`src/rtl/layer_mvm_param.sv`:
```
// Fully-connected layer y = act(W*x + b) using P MAC lanes and double-buffered input vectors.
// Weights and biases are read from external synchronous ROMs with a 1-cycle read latency.
module layer_mvm_param #(
  parameter int M    = 8,
  parameter int N    = 8,
  parameter int P    = 1,
  parameter int T    = 16,
  parameter int RELU = 1,
  localparam int G   = M / P,
  localparam int WAW = $clog2(G * N),
  localparam int BAW = (G > 1) ? $clog2(G) : 1
) (
  input  logic             clk,
  input  logic             reset,
  input  logic             s_valid,
  output logic             s_ready,
  input  logic [T-1:0]     data_in,
  output logic             m_valid,
  input  logic             m_ready,
  output logic [T-1:0]     data_out,
  output logic [WAW-1:0]   w_addr,
  input  logic [P*T-1:0]   w_data,
  output logic [BAW-1:0]   b_addr,
  input  logic [P*T-1:0]   b_data
);

  localparam int JW = $clog2(N);
  localparam int LW = (P > 1) ? $clog2(P) : 1;
  localparam int AW = 2 * T + $clog2(N) + 1;
  localparam logic signed [AW-1:0] SAT_MAX = {{(AW-T+1){1'b0}}, {(T-1){1'b1}}};
  localparam logic signed [AW-1:0] SAT_MIN = {{(AW-T+1){1'b1}}, {(T-1){1'b0}}};

  typedef enum logic [2:0] {S_IDLE, S_BIAS, S_MAC, S_DRAIN, S_OUT} state_t;

  state_t          state_q, state_d;
  logic [BAW-1:0]  g_q, g_d;
  logic [JW-1:0]   j_q, j_d;
  logic [JW-1:0]   fill_idx_q, fill_idx_d;
  logic [1:0]      dcnt_q, dcnt_d;
  logic [LW-1:0]   lane_q, lane_d;
  logic            comp_bank_q, comp_bank_d;
  logic            fill_bank_q, fill_bank_d;
  logic [1:0]      full_q, full_d;
  logic            ready_en_q;
  logic            s_fire, fill_done;
  logic [1:0]      avail;

  logic signed [T-1:0]    x_mem [2][N];
  logic signed [T-1:0]    x_rd_q;
  logic                   mem_v_q, prod_v_q;
  logic signed [2*T-1:0]  prod_q [P];
  logic signed [AW-1:0]   acc_q [P];
  logic signed [AW-1:0]   acc_d [P];
  logic signed [AW-1:0]   acc_sel;
  logic signed [T-1:0]    y_sat;

  // A bank stays full from its last write until its last group is emitted,
  // so the full flag alone also covers "in use by compute".
  assign s_ready   = ready_en_q && !full_q[fill_bank_q];
  assign s_fire    = s_valid && s_ready;
  assign fill_done = s_fire && (fill_idx_q == JW'(N - 1));
  assign avail[0]  = full_q[0] || (fill_done && !fill_bank_q);
  assign avail[1]  = full_q[1] || (fill_done && fill_bank_q);

  assign w_addr = WAW'(32'(g_q) * N + 32'(j_q));
  assign b_addr = g_q;

  always_comb begin
    // NOTE: every variable gets a default before the case so no latch can be inferred.
    state_d     = state_q;
    g_d         = g_q;
    j_d         = j_q;
    dcnt_d      = dcnt_q;
    lane_d      = lane_q;
    comp_bank_d = comp_bank_q;
    fill_bank_d = fill_bank_q;
    fill_idx_d  = fill_idx_q;
    full_d      = full_q;

    if (fill_done) begin
      full_d[fill_bank_q] = 1'b1;
      fill_bank_d         = !fill_bank_q;
      fill_idx_d          = '0;
    end else if (s_fire) begin
      fill_idx_d = fill_idx_q + 1'b1;
    end

    unique case (state_q)
      S_IDLE: if (avail[comp_bank_q]) state_d = S_BIAS;
      S_BIAS: begin
        state_d = S_MAC;
        j_d     = '0;
      end
      S_MAC: begin
        if (j_q == JW'(N - 1)) begin
          state_d = S_DRAIN;
          j_d     = '0;
          dcnt_d  = '0;
        end else begin
          j_d = j_q + 1'b1;
        end
      end
      // Three cycles cover memory, product and final accumulate stages.
      S_DRAIN: begin
        if (dcnt_q == 2'd2) begin
          state_d = S_OUT;
          lane_d  = '0;
        end else begin
          dcnt_d = dcnt_q + 1'b1;
        end
      end
      S_OUT: begin
        if (m_ready) begin
          if (lane_q == LW'(P - 1)) begin
            lane_d = '0;
            if (g_q == BAW'(G - 1)) begin
              g_d                 = '0;
              full_d[comp_bank_q] = 1'b0;
              comp_bank_d         = !comp_bank_q;
              state_d             = avail[!comp_bank_q] ? S_BIAS : S_IDLE;
            end else begin
              g_d     = g_q + 1'b1;
              state_d = S_BIAS;
            end
          end else begin
            lane_d = lane_q + 1'b1;
          end
        end
      end
      default: state_d = S_IDLE;
    endcase
  end

  // Bias lands on the first MAC cycle; products accumulate as they emerge.
  always_comb begin
    for (int p = 0; p < P; p++) begin
      acc_d[p] = acc_q[p];
      if (state_q == S_MAC && j_q == '0)
        acc_d[p] = {{(AW-T){b_data[p*T+T-1]}}, b_data[p*T +: T]};
      else if (prod_v_q)
        acc_d[p] = acc_q[p] + {{(AW-2*T){prod_q[p][2*T-1]}}, prod_q[p]};
    end
  end

  always_comb begin
    acc_sel = acc_q[0];
    for (int p = 1; p < P; p++)
      if (lane_q == LW'(p)) acc_sel = acc_q[p];
    if (acc_sel > SAT_MAX)      y_sat = SAT_MAX[T-1:0];
    else if (acc_sel < SAT_MIN) y_sat = SAT_MIN[T-1:0];
    else                        y_sat = acc_sel[T-1:0];
    m_valid  = (state_q == S_OUT);
    data_out = '0;
    if (m_valid) data_out = (RELU != 0 && y_sat[T-1]) ? '0 : y_sat;
  end

  always_ff @(posedge clk) begin
    if (reset) begin
      state_q     <= S_IDLE;
      g_q         <= '0;
      j_q         <= '0;
      dcnt_q      <= '0;
      lane_q      <= '0;
      comp_bank_q <= 1'b0;
      fill_bank_q <= 1'b0;
      fill_idx_q  <= '0;
      full_q      <= '0;
      ready_en_q  <= 1'b0;
      mem_v_q     <= 1'b0;
      prod_v_q    <= 1'b0;
      for (int p = 0; p < P; p++) acc_q[p] <= '0;
    end else begin
      state_q     <= state_d;
      g_q         <= g_d;
      j_q         <= j_d;
      dcnt_q      <= dcnt_d;
      lane_q      <= lane_d;
      comp_bank_q <= comp_bank_d;
      fill_bank_q <= fill_bank_d;
      fill_idx_q  <= fill_idx_d;
      full_q      <= full_d;
      ready_en_q  <= 1'b1;
      mem_v_q     <= (state_q == S_MAC);
      prod_v_q    <= mem_v_q;
      acc_q       <= acc_d;
    end
  end

  // NOTE: x banks and datapath registers carry no reset; they are only consumed
  // behind a full flag or a pipeline valid bit, which are reset.
  always_ff @(posedge clk) begin
    if (s_fire) x_mem[fill_bank_q][fill_idx_q] <= data_in;
    x_rd_q <= x_mem[comp_bank_q][j_q];
    for (int p = 0; p < P; p++)
      prod_q[p] <= $signed(w_data[p*T +: T]) * x_rd_q;
  end

endmodule

```
`config.mk`:
```
export PLATFORM = sky130hd
export DESIGN_NAME = layer_mvm_param
export DESIGN_NICKNAME = d
export VERILOG_FILES = /design/src/rtl/layer_mvm_param.sv
export SDC_FILE = /design/constraint.sdc
export NUM_CORES = 1
export LEC_CHECK = 0
export BUFFER_PORTS_ARGS = -buffer_cell sky130_fd_sc_hd__buf_4
export CAP_MARGIN = 5
export CORE_ASPECT_RATIO = 0.6
export CORE_MARGIN = 1.5
export CORE_UTILIZATION = 65
export DETAILED_ROUTE_END_ITERATION = 6
export PLACE_DENSITY = 0.93
export SYNTH_ARGS = -nofsm -noshare
export SYNTH_HDL_FRONTEND = slang
export SYNTH_SLANG_ARGS = --single-unit
```
`constraint.sdc`:
```
create_clock -name clk -period 10.3 [get_ports clk]
set_clock_uncertainty 0.2 [all_clocks]
set_input_delay 1.03 -clock clk [delete_from_list [all_inputs] [get_ports clk]]
set_output_delay 1.03 -clock clk [all_outputs]
set_load 0.01 [all_outputs]
```
Yosys cells after proc, flatten, opt, wreduce, memory -nomap -nowiden
Memory sizes are Yosys's and may differ from the RTL's. A register that Yosys moved wholly into a read port is not among the register bits.
Cells that the tools add are included.
W data, S select, Z words.
Operators by class
  eq/ne operators: 14
  add/sub/neg operators: 7
  bitwise gates (word level): 6
  reduce and logical (&&, ||, !) cells: 26
  multipliers: 1
  mux-type cells: 49
  order comparisons: 10
Operator list (number)
  $mux W128: 1
  $mux W16: 5
  $mux W36: 2
  $bmux W16 S3: 1
  $demux W16 S3: 1
  $add A36 B36 Y36: 1
  $gt A36 B16 Y1 const B: 1
  $lt A36 B16 Y1 const B: 1
  $mul A16 B16 Y32: 1
  $mux W15: 2
  $mux W3: 7
  $mux W1: 17
  $pmux W3 S5: 1
  $mux W2: 7
  $eq A3 B3 Y1 const B: 4
  $ne A2 B2 Y1 const B: 5
  $add A3 B1 Y3 const B: 3
  $logic_and A1 B1 Y1: 9
  $reduce_and A3 Y1: 3
  $ge A4 B4 Y1 const B: 2
  $not A3 Y4: 2
  $reduce_bool A2 Y1: 4
  $add A6 B3 Y6: 1
  $eq A3 B2 Y1 const B: 2
  other kinds (22): 30
Storage, ports and cells
  flip-flop bits (word level): 74
  output and inout bits: 27
  memories: 2
  input port bits: 52
  RAM bits: 288
  logic and storage cells: 129
Memory list
  x_mem: depth 2, bits a word 128, rd ports 1, clocked after memory_dff 1, write ports 1, line 48  | logic signed [T-1:0] x_mem [2][N];
  prod_q: depth 1, bits a word 32, rd ports 1, clocked after memory_dff 0, write ports 1, line 51  | logic signed [2*T-1:0] prod_q [P];

Longest topological paths before layout
  depth in word-level cells: 15
  mapped depth: 26
  depth with buffers taken out: 24

Worst setup path before layout
No wires, ideal clock.
  path kind: in2reg
  from: in w_data[7]
  to: mem prod_q[0][27] (netlist bit)
  setup time: 0.120 ns
  setup slack: 3.505 ns
  stages: 23
  data arrival time: 6.474 ns
  path buffers: 1
  required time: 9.980 ns
  path through: clkbuf_1 > nand2_1 > fa_1 > inv_1 > fa_1 > inv_1 > fa_1 > inv_1 > fa_1 > fa_1 > inv_1 > fa_1 > inv_1 > ha_1 > o21a_1 > o211ai_2 > or3_1 > o211ai_2 > nand3_1 > a31o_1 > o31a_1 > nor2b_1 > xnor2_1
On the way
  cells in the longest elaborated chain, start to end: 1
Ends and longest elaborated chain
  start: declaration: line 22  | input logic [P*T-1:0] w_data,
  $mul A16 B16 Y32: line 195  | prod_q[p] <= $signed(w_data[p*T +: T]) * x_rd_q;
  end: declaration: line 51
Every way passes these cells.

Worst setup path after layout
  from: reg x_rd_q[1]
  to: mem prod_q[0][28] (netlist bit)
On the way
  cells in the longest elaborated chain, start to end: 1
Ends and longest elaborated chain
  start: declaration: line 49  | logic signed [T-1:0] x_rd_q;
  start signal: assignment: line 193  | x_rd_q <= x_mem[comp_bank_q][j_q];
  $mul A16 B16 Y32: line 195
Every way passes these cells.

==> flow_metrics.env <==
export IMPL_synth_edf_count=256
export IMPL_cts_sink_count=362
export IMPL_finalSetupTns_ns=0
export IMPL_hold_path_class="flip-flop to flip-flop"
export IMPL_portBuffers=77
export IMPL_io_pins=79
export IMPL_ys_ff_latch=362
export IMPL_critPathRequiredTime_ns=10.59
export IMPL_vias=17140
export IMPL_rsz0062_at_grt="false"
export IMPL_dr_wl_met3_um=7179
export IMPL_final_cells=2719
export IMPL_wl_um=62740
export IMPL_cts_setup_buffers=0
export IMPL_grt_pass1_vias=17730
export IMPL_setup_violations_final=0
export IMPL_tritoncts="done"
export IMPL_layout_min_cycle_time_ns=7.166
export IMPL_seq_area_sq_um=9814
export IMPL_synthArstFlopShare_pct=0
export IMPL_die_x_um=256.3
export IMPL_setup_worst_path_start_class="flip-flop"
export IMPL_timing_critical_path_from="x_rd_q[1]"
export IMPL_cp_end_kind="flip-flop"
export IMPL_worst_pin_slew_ns=1.040
export IMPL_drcViolationCount=0
export IMPL_r2r_setup_slack_ns=3.13
export IMPL_wl_met2_um=28980
export IMPL_start_util_pct=66.13
export IMPL_postCtsResizedCells=0
export IMPL_ys_seq_area_share_pct=39.19
export IMPL_maxUsedRoutingLayer="met4"
export IMPL_hold_end="prod_v_q"
export IMPL_setup_worst_path_class="flip-flop to flip-flop"
export IMPL_final_common_cell="inv_1"
export IMPL_overflow=0
export IMPL_num_rows=55
export IMPL_slowest_stage="dfxtp_1"
export IMPL_grt_max_degree=71
export IMPL_final_cell_mix="inv_1 (350), fa_1 (263), edfxtp_1 (256), nand2_1 (185), ha_1 (125)"
export IMPL_stdcell_area_sq_um=27140
export IMPL_gp_congestion=0.9444
export IMPL_viasPerCell=6.304
export IMPL_grt_total_usage_pct=31.94
export IMPL_wl_per_cell_um=23.08
export IMPL_wl_met1_um=24190
export IMPL_drt_first_pass_iters=7
export IMPL_coreArea_sq_um=37850
export IMPL_min_from="mem_v_q"
export IMPL_r2r_start="x_rd_q[1]"
export IMPL_worstPathCellList="nand2_1, inv_1, fa_1, inv_1, fa_1, inv_1, fa_1, fa_1, fa_1, inv_1, fa_1, inv_1, ha_1, a21oi_1, nand2_1, a21oi_1, nor2_1, a21oi_1, o31ai_1, o21a_1, nor2_1, xnor2_1"
export IMPL_worstPathMaxFanout=16
export IMPL_crit_path_frequent_cell="fa_1"
export IMPL_ys_flop_type="edfxtp_1"
export IMPL_ant_nets=0
export IMPL_worstHoldPathCells=1
export IMPL_clock_latency_ns=0.58
export IMPL_cap_violations=0
export IMPL_final_period_utilization_pct=69.57
export IMPL_hold_buffers=0
export IMPL_timing_hold_violations_final=0
export IMPL_syn_nets=2568
export IMPL_drive_gt1_share_pct=11.25
export IMPL_holdWs_ns=0.2450
export IMPL_ys_warn_count=0
export IMPL_drv_slew=0
export IMPL_drtIter0Drc=2022
export IMPL_numCtsBuffers=31
export IMPL_relSlewSlack_pct=30.66
export IMPL_antenna_found_initial=1
export IMPL_multi_input_area_sq_um=13590
export IMPL_die_h_um=155.0
export IMPL_cts_max_path_buffers=3
export IMPL_hpwl_um=43950
export IMPL_path_clk_slew_ns=0.07
export IMPL_reg2reg_depth=22
export IMPL_max_freq_ghz=0.1396
export IMPL_cts_root_buf="clkbuf_16"
export IMPL_postSynthAreaPerCell_sq_um=11.76
export IMPL_syn2layout_area_growth_pct=8.428
export IMPL_status="completed"
export IMPL_placed_cell_area_sq_um=26130
export IMPL_synth_cell_type_count=68
export IMPL_htreeDepth=1
export IMPL_slowest_delay_ns=0.85
export IMPL_n_fill_cell=2332
export IMPL_grt_pass1_wl_um=97160
export IMPL_layout_nets=2621
export IMPL_die_area_sq_um=39730
export IMPL_crit_arrival_ns=7.46
export IMPL_syn_area_sq_um=25030
export IMPL_dpl_cell_count=2661
export IMPL_rr_endpoint="prod_q[0][28]"
export IMPL_syn_inst=2128
metrics by stage:
stage          setup WS, ns  util (%)
3_5_place_dp          2.911     69.03
5_1_grt               2.873     71.71
4_1_cts               3.258     71.70
2_1_floorplan         3.505         -
3_3_place_gp          3.289     69.03
6_report              3.134     71.71
worst max path at each step:
stage | end | slack [ns]
3_3_place_gp | prod_q[0][27] | 3.29
3_5_place_dp | prod_q[0][28] | 2.91
5_1_grt | prod_q[0][28] | 2.87
2_1_floorplan | prod_q[0][27] | 3.51
4_1_cts | prod_q[0][28] | 3.26
6_report | prod_q[0][28] | 3.13
per-layer routing:
| metal | track usage (%) | vias up |
|---|---|---|
| met1 | 43.70 | 8549 |
| met2 | 51.04 | 1132 |
| met5 | 0 | - |
| met4 | 10.71 | 0 |
| met3 | 7.592 | 202 |
| li1 | - | 7258 |
cell type report:
type | count | share of cell area (%)
tap | 513 | 2.365
inverter | 352 | 4.868
multi-input combinational | 1333 | 50.09
clock buffer | 43 | 3.135
clock inverter | 14 | 0.5809
antenna | 1 | 0.009220
timing repair buffer | 101 | 2.794
sequential | 362 | 36.16
Yosys cell counts, drive strengths merged, types with 39 or more instances:
cell	count	share of area, %
a21oi	84	1.7
and2	115	2.9
clkbuf	61	0.91
dfxtp	106	8.5
edfxtp	256	31
fa	263	21
ha	125	6.2
inv	352	5.3
mux4	80	7.2
nand2	185	2.8
nor2	100	1.5
o21ai	51	1.0
xnor2	39	1.4
logic make-up (layout without fill, tap and decap cells):
family | after synthesis | after routing | synth area share, %
other | 1 | 2 | 0.01498
xor gates and xnor gates | 60 | 60 | 2.099
muxes | 97 | 97 | 7.878
adders and majority gates | 388 | 388 | 27.28
DFF | 362 | 362 | 39.19
and+or+nand+nor | 518 | 518 | 10.01
AOI/OAI and AO/OA | 269 | 269 | 6.918
buffers and inverters | 433 | 510 | 6.608
critical path: cells and delay by family, from the launching register on:
family                   cells  cell delay [ns]
flip-flops                   1             0.85
buffers and inverters        5             0.96
AND/OR/NAND/NOR              4             0.55
adder cells (fa/ha/maj)      7             3.42
XOR/XNOR                     1             0.18
AO/OA/AOI/OAI                5             0.90
state kept, by name (all words and copies together) (netlist names), 2 cells and up, named ones only:
signal	flops
prod_q	32
dcnt_q	2
fill_idx_q	3
acc_q	36
x_rd_q	16
full_q	2
state_q	3
b_addr	3
j_q	3
x_mem	256
Power is left out: the tool's default activity adds up to more than one toggle a clock period on the data nets, which glitch-free logic cannot reach.
